File: src/rtl/nios2os_st_pkg.sv
// Shared types for the Avalon-ST error-drop packet FIFO.
// A beat is stored as {sop, eop, empty, data}; the error flag is resolved at eop and never stored.
package nios2os_st_pkg;

  localparam int BEAT_W = 36;

  typedef struct packed {
    logic        sop;
    logic        eop;
    logic [1:0]  empty;
    logic [31:0] data;
  } beat_t;

  typedef enum logic [1:0] {
    IDLE = 2'd0,
    PKT  = 2'd1,
    DROP = 2'd2
  } state_e;

endpackage

File: src/rtl/nios2os_st_ram.sv
// Simple dual-port beat store: synchronous write, asynchronous (show-ahead) read.
module nios2os_st_ram
  import nios2os_st_pkg::*;
#(
  parameter int DEPTH  = 64,
  parameter int ADDR_W = 6
) (
  input  logic              clk,
  input  logic              we_i,
  input  logic [ADDR_W-1:0] waddr_i,
  input  beat_t             wdata_i,
  input  logic [ADDR_W-1:0] raddr_i,
  output beat_t             rdata_o
);

  beat_t mem_q [DEPTH];

  always_ff @(posedge clk) begin
    if (we_i) begin
      mem_q[waddr_i] <= wdata_i;
    end
  end

  assign rdata_o = mem_q[raddr_i];

endmodule

File: src/rtl/nios2os_avalon_st_err_drop_fifo.sv
// Store-and-forward packet FIFO: a packet becomes visible only after a clean eop;
// errored, truncated (missing eop) and oversize packets are rewound away and counted.
module nios2os_avalon_st_err_drop_fifo
  import nios2os_st_pkg::*;
#(
  parameter int DEPTH  = 64,
  parameter int ADDR_W = 6,
  parameter int CNT_W  = 16
) (
  input  logic              clk,
  input  logic              reset,
  output logic              in_ready,
  input  logic              in_valid,
  input  logic [31:0]       in_data,
  input  logic              in_startofpacket,
  input  logic              in_endofpacket,
  input  logic [1:0]        in_empty,
  input  logic              in_error,
  input  logic              out_ready,
  output logic              out_valid,
  output logic [31:0]       out_data,
  output logic              out_startofpacket,
  output logic              out_endofpacket,
  output logic [1:0]        out_empty,
  output logic [CNT_W-1:0]  drop_count,
  output logic [CNT_W-1:0]  pass_count,
  output state_e            dbg_state,
  output logic [ADDR_W:0]   dbg_used
);

  // Handshake on both sides: a beat moves on a clock edge where valid & ready are both high;
  // valid never depends on ready, and a presented source beat holds until it is taken.

  localparam logic [ADDR_W:0] DEPTH_P = (ADDR_W+1)'(DEPTH);

  logic [ADDR_W:0]  wr_ptr_q, wr_ptr_d;
  logic [ADDR_W:0]  cm_ptr_q, cm_ptr_d;
  logic [ADDR_W:0]  rd_ptr_q, rd_ptr_d;
  logic [ADDR_W:0]  used;
  logic [ADDR_W:0]  waddr;
  state_e           state_q, state_d;
  logic             err_q, err_d;
  logic [CNT_W-1:0] drop_cnt_q, drop_cnt_d;
  logic [CNT_W-1:0] pass_cnt_q, pass_cnt_d;
  logic [CNT_W:0]   drop_sum, pass_sum;
  logic [1:0]       drop_n;
  logic             pass_n;
  logic             full, accept, rd_fire, we, start;
  beat_t            wbeat, rbeat;

  assign used      = wr_ptr_q - rd_ptr_q;
  assign full      = (used == DEPTH_P);
  assign in_ready  = ~reset & ((state_q == DROP) | ~full);
  assign accept    = in_valid & in_ready;
  assign out_valid = (rd_ptr_q != cm_ptr_q);
  assign rd_fire   = out_valid & out_ready;
  assign wbeat     = {in_startofpacket, in_endofpacket, in_empty, in_data};

  always_comb begin
    wr_ptr_d = wr_ptr_q;
    cm_ptr_d = cm_ptr_q;
    state_d  = state_q;
    err_d    = err_q;
    we       = 1'b0;
    waddr    = wr_ptr_q;
    drop_n   = 2'd0;
    pass_n   = 1'b0;
    start    = 1'b0;

    unique case (state_q)
      IDLE: begin
        if (accept && in_startofpacket) start = 1'b1;
      end
      PKT: begin
        if (accept) begin
          if (in_startofpacket) begin
            // Previous packet never saw its eop: discard it and restart at the commit point.
            drop_n = 2'd1;
            start  = 1'b1;
          end else begin
            we = 1'b1;
            if (in_endofpacket) begin
              state_d = IDLE;
              if (err_q | in_error) begin
                wr_ptr_d = cm_ptr_q;
                drop_n   = 2'd1;
              end else begin
                wr_ptr_d = wr_ptr_q + 1'b1;
                cm_ptr_d = wr_ptr_q + 1'b1;
                pass_n   = 1'b1;
              end
            end else begin
              wr_ptr_d = wr_ptr_q + 1'b1;
              err_d    = err_q | in_error;
            end
          end
        end else if (full && (cm_ptr_q == rd_ptr_q)) begin
          // The packet alone fills the buffer and nothing can drain: it can never commit.
          wr_ptr_d = cm_ptr_q;
          drop_n   = 2'd1;
          state_d  = DROP;
        end
      end
      DROP: begin
        if (accept) begin
          if (in_startofpacket) start = 1'b1;
          else if (in_endofpacket) state_d = IDLE;
        end
      end
      default: state_d = IDLE;
    endcase

    if (start) begin
      we    = 1'b1;
      waddr = cm_ptr_q;
      if (in_endofpacket) begin
        state_d = IDLE;
        if (in_error) begin
          wr_ptr_d = cm_ptr_q;
          drop_n   = drop_n + 2'd1;
        end else begin
          wr_ptr_d = cm_ptr_q + 1'b1;
          cm_ptr_d = cm_ptr_q + 1'b1;
          pass_n   = 1'b1;
        end
      end else begin
        wr_ptr_d = cm_ptr_q + 1'b1;
        err_d    = in_error;
        state_d  = PKT;
      end
    end
  end

  assign rd_ptr_d   = rd_ptr_q + {{ADDR_W{1'b0}}, rd_fire};
  assign drop_sum   = {1'b0, drop_cnt_q} + {{(CNT_W-1){1'b0}}, drop_n};
  assign pass_sum   = {1'b0, pass_cnt_q} + {{CNT_W{1'b0}}, pass_n};
  assign drop_cnt_d = drop_sum[CNT_W] ? {CNT_W{1'b1}} : drop_sum[CNT_W-1:0];
  assign pass_cnt_d = pass_sum[CNT_W] ? {CNT_W{1'b1}} : pass_sum[CNT_W-1:0];

  always_ff @(posedge clk or posedge reset) begin
    if (reset) begin
      wr_ptr_q   <= '0;
      cm_ptr_q   <= '0;
      rd_ptr_q   <= '0;
      state_q    <= IDLE;
      err_q      <= 1'b0;
      drop_cnt_q <= '0;
      pass_cnt_q <= '0;
    end else begin
      wr_ptr_q   <= wr_ptr_d;
      cm_ptr_q   <= cm_ptr_d;
      rd_ptr_q   <= rd_ptr_d;
      state_q    <= state_d;
      err_q      <= err_d;
      drop_cnt_q <= drop_cnt_d;
      pass_cnt_q <= pass_cnt_d;
    end
  end

  nios2os_st_ram #(
    .DEPTH  (DEPTH),
    .ADDR_W (ADDR_W)
  ) u_ram (
    .clk     (clk),
    .we_i    (we),
    .waddr_i (waddr[ADDR_W-1:0]),
    .wdata_i (wbeat),
    .raddr_i (rd_ptr_q[ADDR_W-1:0]),
    .rdata_o (rbeat)
  );

  assign out_data          = rbeat.data;
  assign out_startofpacket = rbeat.sop;
  assign out_endofpacket   = rbeat.eop;
  assign out_empty         = rbeat.empty;
  assign drop_count        = drop_cnt_q;
  assign pass_count        = pass_cnt_q;
  assign dbg_state         = state_q;
  assign dbg_used          = used;

endmodule

File: config.mk
export PLATFORM = sky130hd
export DESIGN_NAME = nios2os_avalon_st_err_drop_fifo
export DESIGN_NICKNAME = d
export VERILOG_FILES = /design/src/rtl/nios2os_st_pkg.sv /design/src/rtl/nios2os_st_ram.sv /design/src/rtl/nios2os_avalon_st_err_drop_fifo.sv
export SDC_FILE = /design/constraint.sdc
export NUM_CORES = 2
export LEC_CHECK = 0
export BUFFER_PORTS_ARGS = -buffer_cell sky130_fd_sc_hd__buf_2
export CORE_MARGIN = 2
export CORE_UTILIZATION = 43
export DETAILED_ROUTE_END_ITERATION = 8
export GPL_ROUTABILITY_DRIVEN = 1
export SLEW_MARGIN = 20
export SYNTH_ARGS = -nofsm -noshare
export SYNTH_HDL_FRONTEND = slang
export SYNTH_HIERARCHICAL = 1
export SYNTH_SLANG_ARGS = --single-unit
File: constraint.sdc
create_clock -name clk -period 6.3 [get_ports clk]
set_input_delay 1.89 -clock clk [delete_from_list [all_inputs] [get_ports clk]]
set_output_delay 1.89 -clock clk [all_outputs]
set_load 0.005 [all_outputs]
Word level (Yosys, flattened, before mapping):

Memory sizes are Yosys's and may differ from the RTL's.
Cells that the tools add are included.

* bits of input ports: 41
* register bits after elaboration: 56
* word-level logic and storage cells: 99
* memories kept: 1
* memory bits (writable): 2304

Memories
* u_ram.mem_q: words 64, width 36, read ports 1, clocked after Yosys merged registers in 0, write ports 1, line nios2os_st_ram.sv:16 `beat_t mem_q [DEPTH];`

* multiplexer cells: 60
* add/subtract/negate cells: 7
* bitwise logic cells: 7
* equal/unequal tests: 9
* reductions and logical operators: 8

Operators by type and width (count)
* $mux W7: 16
* $mux W16: 2
* $mux W1: 28
* $mux W2: 11
* $add A16 B1 Y17: 1
* $add A16 B2 Y17: 1
* $add A7 B1 Y7 const B: 2
* $add A7 B1 Y7: 1
* $eq A7 B7 Y1: 1
* $eq A7 B7 Y1 const B: 1
* $ne A7 B7 Y1: 1
* $sub A7 B7 Y7: 1
* $mux W6: 1
* $pmux W2 S3: 1
* $reduce_and A3 Y1: 2
* $ne A4 B4 Y1 const B: 1
* $and A1 B1 Y1: 3
* $ne A3 B2 Y1 const B: 1
* $ne A3 B3 Y1 const B: 1
* $reduce_bool A3 Y1: 1
* $add A2 B1 Y2 const B: 1
* $eq A2 B1 Y1 const B: 1
* $eq A2 B2 Y1 const B: 1
* $logic_and A1 B1 Y1: 2
* other kinds (7): 9

Logic depth before layout (Yosys ltp):

* depth in word-level cells: 14
* depth in mapped cells: 25
* depth with buffers taken out: 23

By module:

The synthesis kept the hierarchy.

Modules (own cells, without submodules)
* nios2os_st_ram: cells an instance 3744, times used 1, seq. area each 69186.4 µm², area each 87252.4 µm²
* nios2os_avalon_st_err_drop_fifo: cells an instance 424, times used 1, seq. area each 1401.3 µm², area each 3747.3 µm²

Worst setup path after synthesis:

OpenSTA, ideal clock, no wires.

* path type: input-to-reg
* from: input port reset
* to: memory u_ram/mem_q[49][0] (netlist name), enable pin
* slack: -1170 ps
* required time: 5826 ps
* data arrival time: 6997 ps
* stages: 7
* setup time: 474 ps
* cells stage by stage: inv_1 nand2_1 nor2_1 o21ai_4 o21ai_0 nand4_1 nor3_1

* elaborated cells on any way between the ends: 13

RTL lines
* start: declaration: line nios2os_avalon_st_err_drop_fifo.sv:11 `input logic reset,`
* $not A1 Y1 (*): line nios2os_avalon_st_err_drop_fifo.sv:53 `assign in_ready = ~reset & ((state_q == DROP) | ~full);`
* $and A1 B1 Y1 (*): line nios2os_avalon_st_err_drop_fifo.sv:53
* $and A1 B1 Y1 (*): line nios2os_avalon_st_err_drop_fifo.sv:54 `assign accept = in_valid & in_ready;`
* $logic_and A1 B1 Y1: line nios2os_avalon_st_err_drop_fifo.sv:72 `if (accept && in_startofpacket) start = 1'b1;`
* $mux W1: line nios2os_avalon_st_err_drop_fifo.sv:72
* $pmux W1 S2 (*): line nios2os_avalon_st_err_drop_fifo.sv:70 `unique case (state_q)`
* $mux W6 (*): line nios2os_avalon_st_err_drop_fifo.sv:113 `if (start) begin`
* via waddr[0]: line nios2os_avalon_st_err_drop_fifo.sv:40 `logic [ADDR_W:0] waddr;`
* end: declaration: line nios2os_st_ram.sv:16

The timed path passes the listed nets; every way through them passes the cells marked *.

Final worst setup path:

* from: register rd_ptr_q[2]
* to: output port out_endofpacket

* cells in the longest elaborated chain, start to end: 1

RTL lines
* start: declaration: line nios2os_avalon_st_err_drop_fifo.sv:38 `logic [ADDR_W:0] rd_ptr_q, rd_ptr_d;`
* start signal: assignment: line nios2os_avalon_st_err_drop_fifo.sv:152 `rd_ptr_q <= rd_ptr_d;`
* $mem_v2 Z64 W36
* end: declaration: line nios2os_avalon_st_err_drop_fifo.sv:23 `output logic out_endofpacket,`

Every way passes these cells.

==> qor.yml <==
placement:
  routabilityCongestion: 0.8051
  port_buffers: 119
  dp.cells: 7071
  dp_hpwl_mm: 130.2
  dpl_cell_area_sq_mm: 0.09672
clock_network:
  cts_hold_buffers: 0
  cts_root_buf: "clkbuf_16"
  cts_made_buffers: 225
  worstSkewPairLatency_ns: 0.87
  cts.clk_slew.worst_paths_ns: 0.06
  cts_sinks: 2360
  cts_tree: "done"
  clockBufferDepth: 3
  htree_levels: 4
global_routing:
  grt_pass1_vias: 45270
  gr-usage-all-layers_pct: 21.93
  grt_max_degree: 117
  grt_pass1_wl_mm: 338.3
  antenna_found_initial: 12
  grt_overflow_total: 0
floorplan:
  die-height_microns: 464.0
  rows: 168
  start_util_pct: 43.34
  die_area_sq_mm: 0.2153
  die_x_microns: 464.0
  io_pins: 120
  coreArea_sq_mm: 0.2100
worst_setup_path:
  path_class: "flip-flop to output port"
  start_kind: "flip-flop"
  crit_path_top_delay_cell: "nand2b_1"
  crit_top_cell: "buf_12"
  reg2reg_from: "wr_ptr_q[0]"
  r2r-end: "drop_count[6]"
  path_cells: "buf_12 > buf_12 > nand2b_1 > o22ai_1 > a211oi_1 > o22a_1 > buf_2"
  worst-r2r-cell-count: 24
  cp-end-kind: "output port"
  crit_fanout: 81
  required_ns: 4.41
  crit_family: "compound AO/OA/AOI/OAI gates"
  max_stage_delay_ns: 0.57
  rrSetupSlack_ns: 0.45
  worst_ep_arrival_time_ns: 4.27
  worst-path-buf-inv: 3
timing:
  setup_viol: 0
  report.final.slew_viol_count: 0
  tightest_slew_ns: 1.013
  fin_crit_sh_pct: 97.80
  finalHoldViolCount: 0
  relSlewSlack_pct: 32.34
  fin_worst_skew_ns: 0.04295
  max_freq_mhz: 162.3
  rsz0062_at_grt: "no"
  period_needed_ns: 6.161
final_layout:
  fin_nets: 4555
  fillers: 16680
  syn2layout_area_growth_pct: 14.29
  seq_area_sq_mm: 0.07060
  drive_above_1_share_pct: 27.93
  multi_input_area_sq_mm: 0.01973
  final_cells: 7488
  final_area_sq_mm: 0.1040
synth:
  synthArstFlopShare_pct: 2.373
  synth_edf_count: 2304
  yosysWarningCount: 6
  ys.flop_type: "edfxtp_1"
  synthCells: 4168
  synth-seq-cells: 2360
  syn_area_per_cell_sq_um: 21.83
  synth.yosys.seq_area_share_pct: 77.57
  syn_area_sq_mm: 0.09100
  synth_fp_nets: 4230
  ys_types: 70
pwr:
  p_seq_share_pct: 40.2
  p_leak_uw: 0.03255
  power.net_switching_uw: 13500
  pwr-share-comb_pct: 29.7
  power_density_mw_per_mm2: 422.3
  peakVddDrop_mv: 0.4297
  switching_share_pct: 30.73
  p_clk_share_pct: 30.1
  p_int_uw: 30420
detailed_routing:
  ant_nets: 0
  wire_per_inst_microns: 31.81
  drt_iter0_markers: 5447
  wl_mm: 238.2
  drcViolationCount: 0
  routed_via_density: 6.026
  via_count: 45120
  first_pass_iters: 5
worst_hold_path:
  min_to: "rd_ptr_q[6]"
  whs_path_depth: 1
  hp-start: "rd_ptr_q[6]"
  hp-class: "flip-flop to flip-flop"
run_status:
  status: "finished clean"
job:
  drv_cap: 0
==> cell usage after synthesis, drive strengths merged, types with 11 or more instances <==
master / n / area share, %
edfxtp: 2304 / 76
mux4: 556 / 14
nor2: 130 / 0.54
o22ai: 130 / 0.89
buf: 126 / 0.85
clkbuf: 98 / 0.40
nand2: 87 / 0.36
a22oi: 78 / 0.64
mux2i: 74 / 0.81
nand3: 70 / 0.38
dfrtp: 56 / 1.5
a211oi: 46 / 0.38
nor2b: 42 / 0.29
o221ai: 39 / 0.38
inv: 31 / 0.13
nor4: 28 / 0.19
o21ai: 24 / 0.16
o22a: 24 / 0.23
xnor2: 21 / 0.20
xor2: 20 / 0.19
ha: 19 / 0.26
a21oi: 18 / 0.099
nand2b: 18 / 0.12
and3: 16 / 0.11
mux2: 12 / 0.15
nand4: 11 / 0.076
==> per-layer routing <==
layer,wire length (microns),global-route usage [%]
met3,17040,3.149
met1,97170,30.79
met2,118800,36.26
met5,7,0
met4,5187,5.528
==> state kept, by name, summed over array words and instances, names as in the netlist <==
name         cells
u_ram/mem_q   2304
drop_count      16
pass_count      16
cm_ptr_q         7
rd_ptr_q         7
wr_ptr_q         7
dbg_state        2
err_q            1
==> cells in the final DEF, fill, tap and decap left out, types with 6 or more instances in the layout <==
| cell | count |
|---|---|
| nor2_4 | 62 |
| and2_1 | 7 |
| o22a_1 | 24 |
| nand2b_1 | 18 |
| nor3_1 | 6 |
| o21ai_0 | 14 |
| mux2i_1 | 74 |
| a211oi_1 | 45 |
| nand2_1 | 87 |
| bufinv_16 | 20 |
| dfrtp_1 | 50 |
| a31oi_1 | 9 |
| and3_1 | 16 |
| buf_12 | 51 |
| nor4_1 | 22 |
| buf_2 | 94 |
| clkinv_1 | 52 |
| inv_1 | 29 |
| o21ai_1 | 6 |
| o211ai_1 | 9 |
| clkbuf_16 | 229 |
| mux4_2 | 556 |
| xor2_1 | 20 |
| clkbuf_1 | 46 |
| a22oi_1 | 78 |
| o221ai_1 | 38 |
| inv_6 | 6 |
| ha_1 | 19 |
| edfxtp_1 | 2304 |
| buf_4 | 172 |
| o22ai_1 | 130 |
| nor2b_1 | 38 |
| clkinvlp_4 | 8 |
| xnor2_1 | 21 |
| nor2_1 | 67 |
| nand4_1 | 11 |
| nand3_1 | 70 |
| clkinv_2 | 45 |
| mux2_2 | 12 |
| a21oi_1 | 18 |
==> logic make-up (layout without fill, tap and decap cells) <==
group | count (synthesis) | after routing | share of synthesized area (%)
compound gates | 409 | 409 | 3.274
other cells | 0 | 3 | 0
fa+ha+maj | 21 | 21 | 0.3052
simple gates | 440 | 440 | 2.350
flops | 2360 | 2360 | 77.57
buf+inv | 255 | 767 | 1.385
mux | 642 | 642 | 14.72
xor+xnor | 41 | 41 | 0.3946
==> area by class of cell <==
type                    count  area share, %
clock inverters           137          1.192
diodes                      3       0.007218
inverters                  31         0.1119
clock buffers             277          5.702
repair buffers            322          2.761
flip-flops and latches   2360          67.88
well taps                2805          3.374
multi-input cells        1553          18.97
==> how the worst max path moves through the flow <==
stage	start	end	slack [ns]	cells past startpoint
finish	rd_ptr_q[2]	out_endofpacket	0.14	7
global route	wr_ptr_q[0]	drop_count[3]	0.009	24
CTS	rd_ptr_q[0]	out_data[16]	0.04	10
detailed placement	in_startofpacket	u_ram/mem_q[58][24]	0.45	12
global placement	in_startofpacket	u_ram/mem_q[58][24]	0.45	12
floorplan	reset	u_ram/mem_q[61][0]	-0.37	9
==> repair_timing <==
| action | 4_1_cts | 5_1_grt |
|---|---|---|
| hold endpoints to repair | 0 | 0 |
| endpoints found under the setup margin | 6 | 2 |
| resized for setup | 5 | 2 |
| cloned | 0 | 0 |
| setup buffers | 0 | 0 |
==> per-stage QoR <==
stage | worst slack (ns) | utilization (%) | setup TNS, ns | hold WS [ns] | power, uW
4_1_cts | 0.03871 | 49.49 | 0 | 0.5409 | 44220
2_1_floorplan | -0.3669 | - | -472.28 | 0.5015 | 26030
5_1_grt | 0.009388 | 49.53 | 0 | 0.5648 | 45460
3_5_place_dp | 0.4503 | 46.06 | 0 | 0.5297 | 31040
3_3_place_gp | 0.4467 | 46.05 | 0 | 0.5272 | 30990
6_report | 0.1387 | 49.53 | 0 | 0.5333 | 43920
==> power groups by stage <==
stage          clock, uW  combinational, uW  sequential (uW)
2_1_floorplan          0               8140            17900
3_5_place_dp           0              13000            18000
5_1_grt            14000              13800            17700
4_1_cts            13400              13100            17700
6_report           13200              13000            17700
3_3_place_gp           0              13000            18000
No activity file was read; power rests on OpenSTA's default activity.
